`src/rtl/hmvq6_sel_if.sv`:
```
// Bus bundle for hmvq6_sel: strobe, code and loop-filter outputs in; selection vector and status out.
interface hmvq6_sel_if #(
    parameter int unsigned TIE_CNT_W = 16
);
    logic                 clk_en;
    logic [2:0]           code;
    logic [5:0]           sfm5;
    logic [5:0]           sfm4;
    logic [5:0]           sfm3;
    logic [5:0]           sfm2;
    logic [5:0]           sfm1;
    logic [5:0]           sfm0;
    logic                 ovf_clr;
    logic [5:0]           sv;
    logic [2:0]           ptr;
    logic                 ovf_flag;
    logic [TIE_CNT_W-1:0] tie_cnt;

    modport master (
        output clk_en, code, sfm5, sfm4, sfm3, sfm2, sfm1, sfm0, ovf_clr,
        input  sv, ptr, ovf_flag, tie_cnt
    );

    modport slave (
        input  clk_en, code, sfm5, sfm4, sfm3, sfm2, sfm1, sfm0, ovf_clr,
        output sv, ptr, ovf_flag, tie_cnt
    );
endinterface

```
`src/rtl/hmvq6_sel.sv`:
```
// Six-element mismatch-shaping vector quantizer with combinational selection.
// Define HMVQ6_LFSR_TIEBREAK_EN for a pseudo-random tie-break start index instead of round-robin.
module hmvq6_sel #(
    parameter int unsigned TIE_CNT_W = 16
) (
    input  logic        clk,
    input  logic        rst,
    hmvq6_sel_if.slave  bus
);
    localparam int unsigned N_EL  = 6;
    localparam int unsigned IDX_W = 3;
    localparam int unsigned SFM_W = 6;
    localparam logic [IDX_W-1:0] CODE_ILLEGAL = IDX_W'(7);
    localparam logic [IDX_W-1:0] LAST_IDX     = IDX_W'(N_EL - 1);

    logic [SFM_W-1:0]     sfm_c  [N_EL];
    logic [IDX_W-1:0]     rank_c [N_EL];
    logic [IDX_W-1:0]     beat_c [N_EL];
    logic [IDX_W-1:0]     n_c;
    logic [N_EL-1:0]      sv_c;
    logic                 tie_c;
    logic [IDX_W-1:0]     ptr_step_c;

    logic [IDX_W-1:0]     ptr_q, ptr_d;
    logic                 ovf_q, ovf_d;
    logic [TIE_CNT_W-1:0] tie_q, tie_d;

    assign sfm_c[0] = bus.sfm0;
    assign sfm_c[1] = bus.sfm1;
    assign sfm_c[2] = bus.sfm2;
    assign sfm_c[3] = bus.sfm3;
    assign sfm_c[4] = bus.sfm4;
    assign sfm_c[5] = bus.sfm5;

    assign n_c = (bus.code == CODE_ILLEGAL) ? IDX_W'(N_EL) : bus.code;

    // Rank of each element relative to the tie-break start index, (i - ptr) mod 6
    always_comb begin
        for (int i = 0; i < int'(N_EL); i++) begin
            if (IDX_W'(i) >= ptr_q) begin
                rank_c[i] = IDX_W'(i) - ptr_q;
            end else begin
                rank_c[i] = IDX_W'(i) + IDX_W'(N_EL) - ptr_q;
            end
        end
    end

    // Element i is selected when fewer than n elements beat it
    always_comb begin
        sv_c = '0;
        for (int i = 0; i < int'(N_EL); i++) begin
            beat_c[i] = '0;
            for (int j = 0; j < int'(N_EL); j++) begin
                if ((j != i) &&
                    ((sfm_c[j] > sfm_c[i]) ||
                     ((sfm_c[j] == sfm_c[i]) && (rank_c[j] < rank_c[i])))) begin
                    beat_c[i] = beat_c[i] + IDX_W'(1);
                end
            end
            sv_c[i] = (beat_c[i] < n_c);
        end
    end

    // A selected and an unselected element share the same filter value
    always_comb begin
        tie_c = 1'b0;
        for (int i = 0; i < int'(N_EL); i++) begin
            for (int j = 0; j < int'(N_EL); j++) begin
                if (sv_c[i] && !sv_c[j] && (sfm_c[i] == sfm_c[j])) begin
                    tie_c = 1'b1;
                end
            end
        end
    end

`ifdef HMVQ6_LFSR_TIEBREAK_EN
    localparam int unsigned LFSR_W = 7;
    localparam logic [LFSR_W-1:0] LFSR_SEED = LFSR_W'(1);

    logic [LFSR_W-1:0] lfsr_q, lfsr_d, lfsr_step_c;

    assign lfsr_step_c = {lfsr_q[5:0], lfsr_q[6] ^ lfsr_q[5]};
    assign ptr_step_c  = (lfsr_step_c[2:0] < IDX_W'(N_EL)) ? lfsr_step_c[2:0]
                                                          : lfsr_step_c[2:0] - IDX_W'(N_EL);

    always_comb begin
        lfsr_d = lfsr_q;
        if (bus.clk_en) begin
            lfsr_d = lfsr_step_c;
        end
    end

    always_ff @(posedge clk) begin
        if (rst) begin
            lfsr_q <= LFSR_SEED;
        end else begin
            lfsr_q <= lfsr_d;
        end
    end
`else
    assign ptr_step_c = (ptr_q == LAST_IDX) ? '0 : ptr_q + IDX_W'(1);
`endif

    // Set of the overflow flag wins over a same-cycle clear
    always_comb begin
        ptr_d = ptr_q;
        ovf_d = ovf_q;
        tie_d = tie_q;
        if (bus.ovf_clr) begin
            ovf_d = 1'b0;
        end
        if (bus.clk_en) begin
            ptr_d = ptr_step_c;
            if (bus.code == CODE_ILLEGAL) begin
                ovf_d = 1'b1;
            end
            if (tie_c && (tie_q != '1)) begin
                tie_d = tie_q + TIE_CNT_W'(1);
            end
        end
    end

    always_ff @(posedge clk) begin
        if (rst) begin
            ptr_q <= '0;
            ovf_q <= 1'b0;
            tie_q <= '0;
        end else begin
            ptr_q <= ptr_d;
            ovf_q <= ovf_d;
            tie_q <= tie_d;
        end
    end

    assign bus.sv       = sv_c;
    assign bus.ptr      = ptr_q;
    assign bus.ovf_flag = ovf_q;
    assign bus.tie_cnt  = tie_q;
endmodule

```
`src/flat_wrapper.sv`:
```
// flat-port wrapper written by rule: the top's interface ports become plain ports
module hmvq6_sel_flat 
#(
    parameter int unsigned TIE_CNT_W = 16
)
  (clk, rst, bus_clk_en, bus_code, bus_sfm5, bus_sfm4, bus_sfm3, bus_sfm2, bus_sfm1, bus_sfm0, bus_ovf_clr, bus_sv, bus_ptr, bus_ovf_flag, bus_tie_cnt);
  hmvq6_sel_if #(.TIE_CNT_W(TIE_CNT_W)) bus_i ();
  input  logic clk;
  input  logic rst;
  input wire logic [$bits(bus_i.clk_en)-1:0] bus_clk_en;
  input wire logic [$bits(bus_i.code)-1:0] bus_code;
  input wire logic [$bits(bus_i.sfm5)-1:0] bus_sfm5;
  input wire logic [$bits(bus_i.sfm4)-1:0] bus_sfm4;
  input wire logic [$bits(bus_i.sfm3)-1:0] bus_sfm3;
  input wire logic [$bits(bus_i.sfm2)-1:0] bus_sfm2;
  input wire logic [$bits(bus_i.sfm1)-1:0] bus_sfm1;
  input wire logic [$bits(bus_i.sfm0)-1:0] bus_sfm0;
  input wire logic [$bits(bus_i.ovf_clr)-1:0] bus_ovf_clr;
  output wire logic [$bits(bus_i.sv)-1:0] bus_sv;
  output wire logic [$bits(bus_i.ptr)-1:0] bus_ptr;
  output wire logic [$bits(bus_i.ovf_flag)-1:0] bus_ovf_flag;
  output wire logic [$bits(bus_i.tie_cnt)-1:0] bus_tie_cnt;
  assign bus_i.clk_en = bus_clk_en;
  assign bus_i.code = bus_code;
  assign bus_i.sfm5 = bus_sfm5;
  assign bus_i.sfm4 = bus_sfm4;
  assign bus_i.sfm3 = bus_sfm3;
  assign bus_i.sfm2 = bus_sfm2;
  assign bus_i.sfm1 = bus_sfm1;
  assign bus_i.sfm0 = bus_sfm0;
  assign bus_i.ovf_clr = bus_ovf_clr;
  assign bus_sv = bus_i.sv;
  assign bus_ptr = bus_i.ptr;
  assign bus_ovf_flag = bus_i.ovf_flag;
  assign bus_tie_cnt = bus_i.tie_cnt;
  hmvq6_sel #(.TIE_CNT_W(TIE_CNT_W)) u_core (.clk(clk), .rst(rst), .bus(bus_i));
endmodule
```
`config.mk`:
```
export PLATFORM = sky130hd
export DESIGN_NAME = hmvq6_sel_flat
export DESIGN_NICKNAME = d
export VERILOG_FILES = /design/src/rtl/hmvq6_sel_if.sv /design/src/rtl/hmvq6_sel.sv /design/src/flat_wrapper.sv
export SDC_FILE = /design/constraint.sdc
export NUM_CORES = 1
export LEC_CHECK = 0
export BUFFER_PORTS_ARGS = -buffer_cell sky130_fd_sc_hd__buf_2
export CAP_MARGIN = 20
export CORE_ASPECT_RATIO = 2
export CORE_MARGIN = 4
export CORE_UTILIZATION = 25
export DETAILED_ROUTE_END_ITERATION = 6
export PLACE_DENSITY = 0.4
export SYNTH_ARGS = -nofsm -noshare
export SYNTH_HDL_FRONTEND = slang
export SYNTH_SLANG_ARGS = --single-unit
```
`constraint.sdc`:
```
create_clock -name clk -period 7.2 [get_ports clk]
set_input_delay 0.36 -clock clk [delete_from_list [all_inputs] [get_ports clk]]
set_output_delay 0.36 -clock clk [all_outputs]
set_load 0.03 [all_outputs]
```
# == After elaboration in Yosys (flattened, before gate mapping) ==
# Cells that the tools add are included.
# classes
mux,71
magnitude_cmp,72
n_eq_ne,33
add_sub_neg,34
n_reduce_logical,128
# ops
op,n
== test 6 bit,30
> comparator 6 bit,30
less-than comparator 3 bit,36
2-to-1 mux 3 bit,32
logical AND 1 bit,91
"adder 3 x 1 -> 3 bit, second input constant",22
2-to-1 mux 1 bit,39
logical OR 1 bit,30
"adder 16 x 1 -> 16 bit, second input constant",1
"inequality test 16 bit, second input constant",1
"subtractor 3 bit, first input constant",4
"adder 1 x 1 -> 2 bit, second input constant",3
"== test 3 bit, second input constant",2
">= comparator 1 x 3 -> 1 bit, first input constant",2
">= comparator 2 x 3 -> 1 bit, first input constant",2
">= comparator 3 bit, first input constant",2
zero test 1 bit,6
"subtractor 1 x 3 -> 3 bit, first input constant",2
"subtractor 2 x 3 -> 3 bit, first input constant",2
AND reduction 2 bit,1
# totals
reg_bits,20
out_inout_bits,26
in_bits,43
elab_cells,341

# == Depth between registers and ports, before layout ==
# Gate-level depths: netlist (run 1).
# logic_depth
depth_word,50
ltp_mapped,34

# == Least setup slack after synthesis (run 1) ==
# Ideal clock, no wire load.
# synth_timing
kind,reg2reg
startpoint,"reg u_core.ptr_q[0], in the netlist u_core.bus.ptr[0]"
endpoint,"reg u_core.tie_q[4], in the netlist u_core.bus.tie_cnt[4]"
n_path_buf,3
required_time_ps,7079
path_slack_ps,23
setup_time_ps,121
arrival_time_ps,7056
stages_incl_launch_ff,32
period_less_slack_ps,7177
path_cell_list,dfxtp_1 buf_2 inv_1 ha_1 buf_2 a21oi_1 xnor2_1 inv_1 ha_1 a21o_1 maj3_1 nand2_1 o21ai_0 ha_1 or4_1 o311a_1 o21ai_1 ha_1 mux2_2 ha_1 mux2_2 ha_1 o21a_1 nor2_1 a21oi_1 inv_1 nor4_1 a21oi_1 nor4_4 buf_6 nor3b_1 mux2_4
# synth_between
word_cells_on_any_way,268
classes_between,add/sub (32); order compare (42); mux (66); reduce/logical (128)
# synth_lines
element,line,source
"start, declared",hmvq6_sel.sv:24,"logic [IDX_W-1:0] ptr_q, ptr_d;"
"start signal, assigned",hmvq6_sel.sv:129,ptr_q <= ptr_d;
subtractor 3 bit (tied with other cells),hmvq6_sel.sv:43,rank_c[i] = IDX_W'(i) + IDX_W'(N_EL) - ptr_q;
2-to-1 mux 3 bit,hmvq6_sel.sv:40,if (IDX_W'(i) >= ptr_q) begin
less-than comparator 3 bit,hmvq6_sel.sv:56,((sfm_c[j] == sfm_c[i]) && (rank_c[j] < rank_c[i])))) begin
logical AND 1 bit,hmvq6_sel.sv:56,
logical OR 1 bit,hmvq6_sel.sv:55,((sfm_c[j] > sfm_c[i]) ||
2-to-1 mux 1 bit,hmvq6_sel.sv:54,if ((j != i) &&
adder 3 x 1 -> 3 bit,hmvq6_sel.sv:57,beat_c[i] = beat_c[i] + IDX_W'(1);
2-to-1 mux 3 bit,hmvq6_sel.sv:54,
(+6 left out),-,
less-than comparator 3 bit *,hmvq6_sel.sv:60,sv_c[i] = (beat_c[i] < n_c);
named net bus_sv[5],flat_wrapper.sv:19,output wire logic [$bits(bus_i.sv)-1:0] bus_sv;
zero test 1 bit,hmvq6_sel.sv:69,if (sv_c[i] && !sv_c[j] && (sfm_c[i] == sfm_c[j])) begin
logical AND 1 bit (2 in a row),hmvq6_sel.sv:69,
2-to-1 mux 1 bit (25 in a row),hmvq6_sel.sv:69,
2-to-1 mux 1 bit *,hmvq6_sel.sv:69,
logical AND 1 bit *,hmvq6_sel.sv:117,if (tie_c && (tie_q != '1)) begin
AND reduction 2 bit (no source line) *,-,
"end signal, assigned",hmvq6_sel.sv:131,tie_q <= tie_d;
"end, declared",hmvq6_sel.sv:26,"logic [TIE_CNT_W-1:0] tie_q, tie_d;"
# Mark *: on every way through the listed nets, which the timed path passes. The rest lies on a longest branch.
# A chain may end at the register's enable or synchronous reset.

# == Worst setup path after layout (run 1) ==
# layout_timing
startpoint,"reg u_core.ptr_q[0], in the netlist u_core.bus.ptr[0]"
endpoint,"reg u_core.tie_q[6], in the netlist u_core.bus.tie_cnt[6]"
# layout_between
elab_chain_len,50
word_cells_on_any_way,268
classes_between,add/sub (32); order compare (42); mux (66); reduce/logical (128)
# layout_rtl
element,line
subtractor 3 bit (tied with other cells),hmvq6_sel.sv:43
2-to-1 mux 3 bit,hmvq6_sel.sv:40
less-than comparator 3 bit,hmvq6_sel.sv:56
logical AND 1 bit,hmvq6_sel.sv:56
logical OR 1 bit,hmvq6_sel.sv:55
2-to-1 mux 1 bit,hmvq6_sel.sv:54
adder 1 x 1 -> 2 bit,hmvq6_sel.sv:57
2-to-1 mux 3 bit,hmvq6_sel.sv:54
(+5 left out),-
2-to-1 mux 3 bit,hmvq6_sel.sv:54
less-than comparator 3 bit,hmvq6_sel.sv:60
zero test 1 bit,hmvq6_sel.sv:69
logical AND 1 bit (2 in a row),hmvq6_sel.sv:69
2-to-1 mux 1 bit (29 in a row),hmvq6_sel.sv:69
2-to-1 mux 1 bit *,hmvq6_sel.sv:69
logical AND 1 bit *,hmvq6_sel.sv:117
AND reduction 2 bit (no source line) *,-
# Every way passes the cells marked *; elsewhere a longest branch is shown, timed or not.

==> results of run 1 <==
-- path summary, 6_finish.rpt --
kind	cells after the start	slack (ns)	from	to
max	30	0.33	u_core.bus.ptr[0]	u_core.bus.tie_cnt[6]
min	3	0.36	bus_ovf_clr	u_core.bus.ovf_flag
max reg2reg	30	0.33	u_core.bus.ptr[0]	u_core.bus.tie_cnt[6]
min reg2reg	2	0.47	u_core.bus.ovf_flag	u_core.bus.ovf_flag
-- area by class of cell --
cell class / count / share of cell area (%)
multi-input combinational: 662 / 74.1
timing repair buffer: 111 / 9.73
sequential: 20 / 5.51
tap: 287 / 4.92
inverter: 88 / 4.53
clock buffer: 4 / 1.22
-- metal layers --
layer  track usage [%]  vias up  routed length, um
met5                 0        -                  0
met4              7.85        0               1170
met1              14.8     2777               7590
met2              34.4      126              13300
li1                  -     3066                  -
met3              1.31       35                630
-- kinds of logic (layout without fill, tap and decap cells) --
group | after synthesis | after routing
AO/OA/AOI/OAI | 196 | 196
multiplexers | 27 | 27
AND/OR/NAND/NOR | 251 | 251
buffers and inverters | 102 | 203
XOR/XNOR | 32 | 32
adder cells (fa/ha/maj) | 156 | 156
flip-flops | 20 | 20
-- per-stage QoR --
stage / setup slack, ns / instances / cell area [um^2] / TNS (ns) / util (%)
5_1_grt: -0.0104 / 1172 / 7290 / -0.0148 / 30.6
6_report: 0.335 / 1172 / 7290 / 0 / 30.6
3_5_place_dp: 0.0997 / 1161 / 6970 / 0 / 29.3
2_1_floorplan: 0.0226 / 784 / 6050 / 0 / -
3_3_place_gp: 0.0463 / 1161 / 6970 / 0 / 29.3
4_1_cts: 0.0543 / 1165 / 7060 / 0 / 29.6
-- critical path: cells and delay by family, from the launching register on --
kind / cells / cell delay (ns)
buffers and inverters: 5 / 0.65
multiplexers: 3 / 0.84
XOR/XNOR: 1 / 0.15
flip-flops: 1 / 0.34
AND/OR/NAND/NOR: 6 / 1.60
AO/OA/AOI/OAI: 8 / 1.10
adder cells (fa/ha/maj): 7 / 2.06
-- sequential cells by signal, summed over array words and instances, names as in the netlist --
signal / flops
u_core.bus.tie_cnt: 16
u_core.bus.ptr: 3
u_core.bus.ovf_flag: 1
-- repair_timing --
action / CTS / global route
buffers inserted: 0 / 6
hold endpoints to repair: 0 / 0
hold buffers: 0 / 0
gates resized for setup: 0 / 40
setup endpoints to repair: 0 / 16
-- cells in the final DEF, fill, tap and decap left out, drive strengths merged, types with 10 or more instances in the layout --
cell	count
and3	10
a21oi	59
dfxtp	20
nor2	49
inv	88
nand2b	14
mux2	21
xor2	12
nand4	18
nor2b	21
ha	153
buf	110
o21a	10
a21o	20
xnor2	17
nor3	18
nand2	51
nand3	24
o21ai	38
-- power groups by stage --
stage                     clock network [mW]  registers, mW  logic (mW)
after floorplan                            0          0.134       0.746
after global placement                     0          0.124        1.17
after global routing                   0.138          0.122        1.39
after CTS                              0.134          0.121        1.17
after detailed placement                   0          0.123        1.17
final                                  0.130          0.121        1.26
==> impl_metrics.json, run 1 <==
{
  "wl_per_cell_um": 19.3,
  "synth_top_area_cell": "ha_1",
  "vdd_ir_drop_max_v": 0.000126,
  "synth-seq-cells": 20,
  "timing.fmax_mhz": 146,
  "drc": 0,
  "yosysWarnings": 0,
  "p_per_area_mw_per_mm2": 207,
  "numCtsBuffers": 3,
  "synthSimpleGateAreaFrac_pct": 22.2,
  "synth_most_common_cell": "ha_1",
  "arrival_ns": 7.01,
  "grt_pass1_vias": 5834,
  "syn_avg_cell_area_um2": 7.71,
  "htreeDepth": 1,
  "p_int_mw": 0.749,
  "path_clk_slew_ns": 0.06,
  "seq_power_share_pct": 8.0,
  "first_pass_iters": 4,
  "cts.sinks": 20,
  "grt_pass1_wl_um": 33800,
  "final-seq-area_um2": 402,
  "place_congestion": 0.846,
  "die_w_um": 118,
  "synth_cell_type_count": 84,
  "yosys-top-cells-count": "153 x ha_1, 87 x inv_1, 58 x a21oi_1, 51 x nand2_1, 48 x nor2_1",
  "ys_async_sr_fraction_pct": 0,
  "cp_common_cell": "ha_1",
  "area_growth_pct": 20.6,
  "hp-class": "input pin to flop",
  "max_stage_delay_ns": 0.54,
  "p_sw_mw": 0.760,
  "seq_area_frac_synth_pct": 6.62,
  "fin_nets": 1082,
  "end_kind": "flop",
  "synthCells": 784,
  "ys.flop_type": "dfxtp_1",
  "synth-xor-area-share_pct": 5.57,
  "finalPower_mw": 1.51,
  "portBuffers": 68,
  "antenna_found_initial": 0,
  "clock_latency_ns": 0.26,
  "hold_viol": 0,
  "setup_violations": 0,
  "synthAdderAreaFrac_pct": 32.2,
  "track_usage_pct": 16.2,
  "grt_start_max_net_pins": 28,
  "first_iter_violations": 269,
  "ctsRootBufferMaster": "clkbuf_16",
  "layout-drive-gt1-share_pct": 21.8,
  "crit_type": "flop to flop",
  "skew_ns": 0.00185,
  "total_leakage_power_nw": 3.58,
  "netlist_area_mm2": 0.00605,
  "report.final.slew_viol_count": 0,
  "row_count": 80,
  "post-dp-hpwl_um": 20000,
  "antennaDiodeCount": 0,
  "swShare_pct": 50.4,
  "synth_compound_area_share_pct": 21.8,
  "yosys.area.top_type_share_pct": 31.7,
  "cts_tree": "built",
  "p_comb_share_pct": 83.4,
  "design.core.area_mm2": 0.0238,
  "ios": 69,
  "vias_per_cell": 5.12,
  "start_util_pct": 25.4,
  "overflow": 0,
  "cts_buffer_depth": 2,
  "via_count": 6004,
  "max-slew-margin-rel_pct": 56.0,
  "synth_top_family_by_area": "adder cells",
  "fin_crit_sh_pct": 95.3,
  "critical_path_required_ns": 7.35,
  "multi_input_area_mm2": 0.00541,
  "drtAntennaViolNets": 0,
  "drv_cap": 0,
  "ys_top_cells_by_area": "ha_1 32%, dfxtp_1 6.6%, inv_1 5.4%",
  "dieArea_mm2": 0.0269,
  "crit_slowest_cell": "or4_4",
  "routed_wl_um": 22700,
  "fp.dieH_um": 228,
  "finalCriticalPeriod_ns": 6.87,
  "status": "completed",
  "synth_fp_nets": 980,
  "synth_mux_area_share_pct": 5.03,
  "synth_edf_count": 0,
  "critPathLaunchType": "flop",
  "tightest_slew_ns": 0.661,
  "clkPwrFrac_pct": 8.6,
  "whs_ns": 0.361,
  "critPathMaxFanout": 8,
  "fillers": 2625
}
Power figures use the tool's default switching activity.
==> inputs of run 2 (changes only) <==
==> constraint.sdc (replaced) <==
create_clock -name clk -period 7.2 [get_ports clk]
set_input_delay 0 -clock clk [delete_from_list [all_inputs] [get_ports clk]]
set_output_delay 0 -clock clk [all_outputs]
set_load 0.03 [all_outputs]
==> run 2 against run 1 <==
Effect of this change: clock skew hardly changed; combinational power hardly changed; fmax decreased by 1.1%; sequential share of layout area about the same; critical path depth grew 2; clock-buffer cell count did not move; power rose by 1.4%; setup slack worse by 0.073 ns; via count increased by 0.43%; non-clock buffer count shrank 3; hold slack lost 0.36 ns; cell count shrank 0.26%.
==> impl_metrics.json, run 2 (synthesis results as in run 1) <==
{
  "row_count": 80,
  "layout_common_cells": "150 x ha_1, 85 x inv_1, 68 x buf_2",
  "tns_ns": 0,
  "drc": 0,
  "p_int_mw": 0.755,
  "die_w_um": 118,
  "htreeDepth": 1,
  "final_common_cell": "ha_1",
  "portBuffers": 68,
  "clkPwrFrac_pct": 8.5,
  "clock_latency_ns": 0.26,
  "critPathLaunchType": "flop",
  "design.core.area_mm2": 0.0238,
  "cts_tree": "built",
  "cts_hold_buffers": 0,
  "first_pass_iters": 5,
  "vias_per_cell": 5.16,
  "fin_crit_sh_pct": 96.4,
  "wl_per_cell_um": 19.4,
  "path_delay_family": "simple AND/OR/NAND/NOR gates",
  "fin_nets": 1079,
  "antennaDiodeCount": 0,
  "p_sw_mw": 0.774,
  "setup_violations": 0,
  "wl_met3_um": 525,
  "crit_slowest_cell": "or4_4",
  "antenna_found_initial": 0,
  "cts.sinks": 20,
  "timing.fmax_mhz": 144,
  "routed_wl_um": 22600,
  "finalCriticalPeriod_ns": 6.94,
  "drv_cap": 0,
  "critPathBufInv": 6,
  "max-slew-margin-rel_pct": 56.6,
  "vdd_ir_drop_max_v": 0.000140,
  "fp.dieH_um": 228,
  "stdcell_count": 1169,
  "dr_wl_met2_um": 13300,
  "grt_pass1_wl_um": 34300,
  "grt_start_max_net_pins": 28,
  "hold_viol": 0,
  "tightest_slew_ns": 0.634,
  "ctsRootBufferMaster": "clkbuf_16",
  "crit_type": "flop to flop",
  "layout-drive-gt1-share_pct": 22.1,
  "design_area_mm2": 0.00731,
  "hp-class": "input pin to flop",
  "seq_power_share_pct": 7.9,
  "placed_area_mm2": 0.00696,
  "p_per_area_mw_per_mm2": 209,
  "swShare_pct": 50.6,
  "report.final.slew_viol_count": 0,
  "numCtsBuffers": 3,
  "dieArea_mm2": 0.0269,
  "status": "completed",
  "critPathMaxFanout": 7,
  "first_iter_violations": 226,
  "grt_pass1_vias": 5952,
  "overflow": 0,
  "ios": 69,
  "total_leakage_power_nw": 3.57,
  "place_congestion": 0.847,
  "area_growth_pct": 20.9,
  "post-place-cells": 1160,
  "drtAntennaViolNets": 0,
  "arrival_ns": 7.09,
  "final_util_pct": 30.7,
  "path_clk_slew_ns": 0.06,
  "skew_ns": 0.00213,
  "via_count": 6030,
  "p_comb_share_pct": 83.6,
  "start_util_pct": 25.4,
  "drt-met1-wl_um": 7660,
  "end_kind": "flop",
  "largest_register_ffs": 16,
  "cts_buffer_depth": 2,
  "critical_path_required_ns": 7.35,
  "max_stage_delay_ns": 0.53,
  "post-dp-hpwl_um": 19900,
  "top_layer_used": "met4",
  "track_usage_pct": 16.4
}
## run 2: area by class of cell
cell class	count	area, um^2
multi-input combinational	662	5440
timing repair buffer	108	687
inverter	88	330
tap	287	359
clock buffer	4	88.8
fill	2604	16500
sequential	20	400
## run 2: worst paths after layout
| path | from | endpoint | slack (ns) | cells after the start |
|---|---|---|---|---|
| worst max-delay path | u_core.bus.ptr[1] | u_core.bus.tie_cnt[6] | 0.26 | 32 |
| worst min-delay path | bus_ovf_clr | u_core.bus.ovf_flag | 0.006 | 3 |
| worst max register to register | u_core.bus.ptr[1] | u_core.bus.tie_cnt[6] | 0.26 | 32 |
| worst min register to register | u_core.bus.ovf_flag | u_core.bus.ovf_flag | 0.47 | 2 |
## run 2: per-stage QoR
step / total power, mW / hold slack (ns) / worst slack, ns
floorplan: 0.880 / 0.171 / 0.0226
global placement: 1.29 / 0.277 / 0.0516
detailed placement: 1.29 / 0.273 / 0.0184
CTS: 1.43 / 0.00310 / 0.116
global route: 1.67 / 0.0332 / -0.0222
finish: 1.53 / 0.00573 / 0.262
## run 2: worst reg2reg max path: cells and delay by family, from the launching register on
family / cells / cell delay (ns)
buffers and inverters: 6 / 0.92
XOR/XNOR: 2 / 0.36
flip-flops: 1 / 0.34
multiplexers: 3 / 0.69
AO/OA/AOI/OAI: 8 / 1.45
adder cells (fa/ha/maj): 5 / 1.22
AND/OR/NAND/NOR: 8 / 1.84
## run 2: layer usage
metal / up-vias / track usage [%]
met5: - / 0
met4: 0 / 7.89
met3: 40 / 1.07
met2: 146 / 34.5
met1: 2777 / 15.3
li1: 3067 / -
## run 2: power by group through the flow
| stage | Sequential, mW | Combinational [mW] | Clock (mW) |
|---|---|---|---|
| 3_3_place_gp | 0.124 | 1.17 | 0 |
| 3_5_place_dp | 0.123 | 1.17 | 0 |
| 4_1_cts | 0.121 | 1.17 | 0.135 |
| 5_1_grt | 0.122 | 1.41 | 0.139 |
| 2_1_floorplan | 0.134 | 0.746 | 0 |
| 6_report | 0.121 | 1.28 | 0.130 |
## run 2: repair_timing
action / 4_1_cts / 5_1_grt
endpoints found under the setup margin: 1 / 16
resized for setup: 1 / 47
pin swaps: 0 / 13
setup buffers: 0 / 4
cloned: 0 / 1
==> inputs of run 3 (changes only) <==
Settings changed: REMOVE_ABC_BUFFERS from default to 1.
==> run 3 against run 2 <==
Effect of this change: clock skew rose by 0.0013 ns; power fell by 3.7%; combinational power fell by 7%; global-route usage rose by 0.17 points; clock power rose by 21%; largest power group unchanged; first-iteration DRC count rose by 11%; hold slack improved by 0.031 ns; routed wire length fell by 0.59%; critical endpoint is now u_core.bus.tie_cnt[4]; highest routed layer unchanged; fmax rose by 1.0%; non-clock buffer count fell by 2.
==> impl_metrics.json, run 3 (synthesis results as in run 1) <==
{
  "final-seq-area_um2": 402,
  "fp.dieH_um": 228,
  "fillers": 2636,
  "track_usage_pct": 16.5,
  "row_count": 80,
  "path_delay_family": "simple AND/OR/NAND/NOR gates",
  "max_stage_delay_ns": 0.50,
  "layout_common_cells": "150 x ha_1, 85 x inv_1, 68 x buf_2",
  "whs_ns": 0.0363,
  "multi_input_area_mm2": 0.00537,
  "numCtsBuffers": 3,
  "critPathLaunch": "u_core.bus.ptr[1]",
  "grt_pass1_wl_um": 34700,
  "seq_power_share_pct": 8.2,
  "vias_per_cell": 5.18,
  "die_w_um": 118,
  "skew_ns": 0.00343,
  "cts_tree": "built",
  "layout-drive-gt1-share_pct": 20.7,
  "timing.fmax_mhz": 146,
  "vdd_ir_drop_max_v": 0.000101,
  "p_per_area_mw_per_mm2": 204,
  "p_sw_mw": 0.756,
  "drc": 0,
  "post-place-ws_ns": 0.182,
  "area_growth_pct": 19.4,
  "wl_per_cell_um": 19.3,
  "grt_pass1_vias": 6134,
  "path_clk_slew_ns": 0.06,
  "setup_violations": 0,
  "critPathLaunchType": "flop",
  "arrival_ns": 7.02,
  "ios": 69,
  "fin_ws_ns": 0.333,
  "drtAntennaViolNets": 0,
  "routed_wl_um": 22500,
  "tightest_slew_ns": 0.652,
  "fin_crit_sh_pct": 95.4,
  "clock_latency_ns": 0.26,
  "crit_cells": 29,
  "cts_buffer_depth": 2,
  "cts.sinks": 20,
  "critical_path_required_ns": 7.35,
  "largest_register_ffs": 16,
  "max-slew-margin-rel_pct": 56.2,
  "finalCriticalPeriod_ns": 6.87,
  "ctsRootBufferMaster": "clkbuf_16",
  "antennaDiodeCount": 0,
  "overflow": 0,
  "dieArea_mm2": 0.0269,
  "critPathBufInv": 4,
  "crit_type": "flop to flop",
  "rr_worst_depth": 29,
  "cp_common_cell": "ha_1",
  "via_count": 6042,
  "grt_start_max_net_pins": 28,
  "htreeDepth": 1,
  "post-dp-hpwl_um": 20200,
  "reg2reg_from": "u_core.bus.ptr[1]",
  "antenna_found_initial": 0,
  "total_leakage_power_nw": 3.54,
  "start_util_pct": 25.4,
  "hold_viol": 0,
  "place_congestion": 0.897,
  "first_iter_violations": 250,
  "status": "completed",
  "critPathMaxFanout": 16,
  "design.core.area_mm2": 0.0238,
  "clkPwrFrac_pct": 10.7,
  "swShare_pct": 51.3,
  "hp-class": "input pin to flop",
  "first_pass_iters": 4,
  "portBuffers": 68,
  "report.final.slew_viol_count": 0,
  "p_comb_share_pct": 81.1,
  "worstHoldStart": "bus_code[0]",
  "end_kind": "flop",
  "whs_path_depth": 3,
  "drv_cap": 0,
  "fin_nets": 1077,
  "p_int_mw": 0.717,
  "final_common_cell": "ha_1",
  "crit_slowest_cell": "or4_1"
}
==> run 3: cell types whose count changed in the layout (fill, tap and decap cells not counted), moves of 2 or more <==
cell     change
buf_4        -2
and2_1       +2
and2_2       -2
o21ai_4      -2
==> run 3: through the flow <==
stage	instance area, um^2	util (%)	TNS, ns	instances	power (mW)
after detailed placement	6940	29.1	0	1157	1.28
after global routing	7220	30.3	-0.125	1167	1.62
after floorplan	5970	-	-2.84	770	0.855
final	7220	30.3	0	1167	1.47
after global placement	6940	29.1	0	1157	1.27
after CTS	7050	29.6	0	1162	1.44
==> run 3: cell type report <==
| cell class | count | area share [%] |
|---|---|---|
| Multi-Input combinational cell | 662 | 74.3 |
| Sequential cell | 20 | 5.56 |
| Clock buffer | 3 | 1.04 |
| Tap cell | 287 | 4.97 |
| Clock inverter | 1 | 0.416 |
| Inverter | 88 | 4.57 |
| Timing Repair Buffer | 106 | 9.09 |
==> run 3: power groups by stage <==
stage / clock, mW / combinational (mW) / sequential (mW)
6_report: 0.157 / 1.19 / 0.121
5_1_grt: 0.166 / 1.33 / 0.122
4_1_cts: 0.162 / 1.16 / 0.121
3_5_place_dp: 0 / 1.15 / 0.124
3_3_place_gp: 0 / 1.15 / 0.124
2_1_floorplan: 0 / 0.720 / 0.135
==> run 3: timing repair <==
action,CTS,global route
hold buffers,1,0
resized for setup,0,33
setup buffers,0,5
hold endpoints to repair,1,0
setup endpoints to repair,0,16
==> run 3: final timing paths <==
path / to / slack [ns]
worst max-delay path: u_core.bus.tie_cnt[4] / 0.33
worst min register to register: u_core.bus.ovf_flag / 0.47
worst max register to register: u_core.bus.tie_cnt[4] / 0.33
worst min-delay path: u_core.bus.ovf_flag / 0.04
==> run 3: layer usage <==
| layer | up-vias | track usage, % | share of wire (%) |
|---|---|---|---|
| li1 | 3059 | - | - |
| met2 | 148 | 35.5 | 59 |
| met4 | 0 | 8.81 | 6.5 |
| met5 | - | 0 | 0 |
| met1 | 2781 | 14.6 | 32 |
| met3 | 54 | 0.992 | 2.4 |
==> run 3: tightest hold or removal path, stage by stage <==
cell	delay, ns
buf_2	0.10
nand4_1	0.08
a21oi_1	0.06
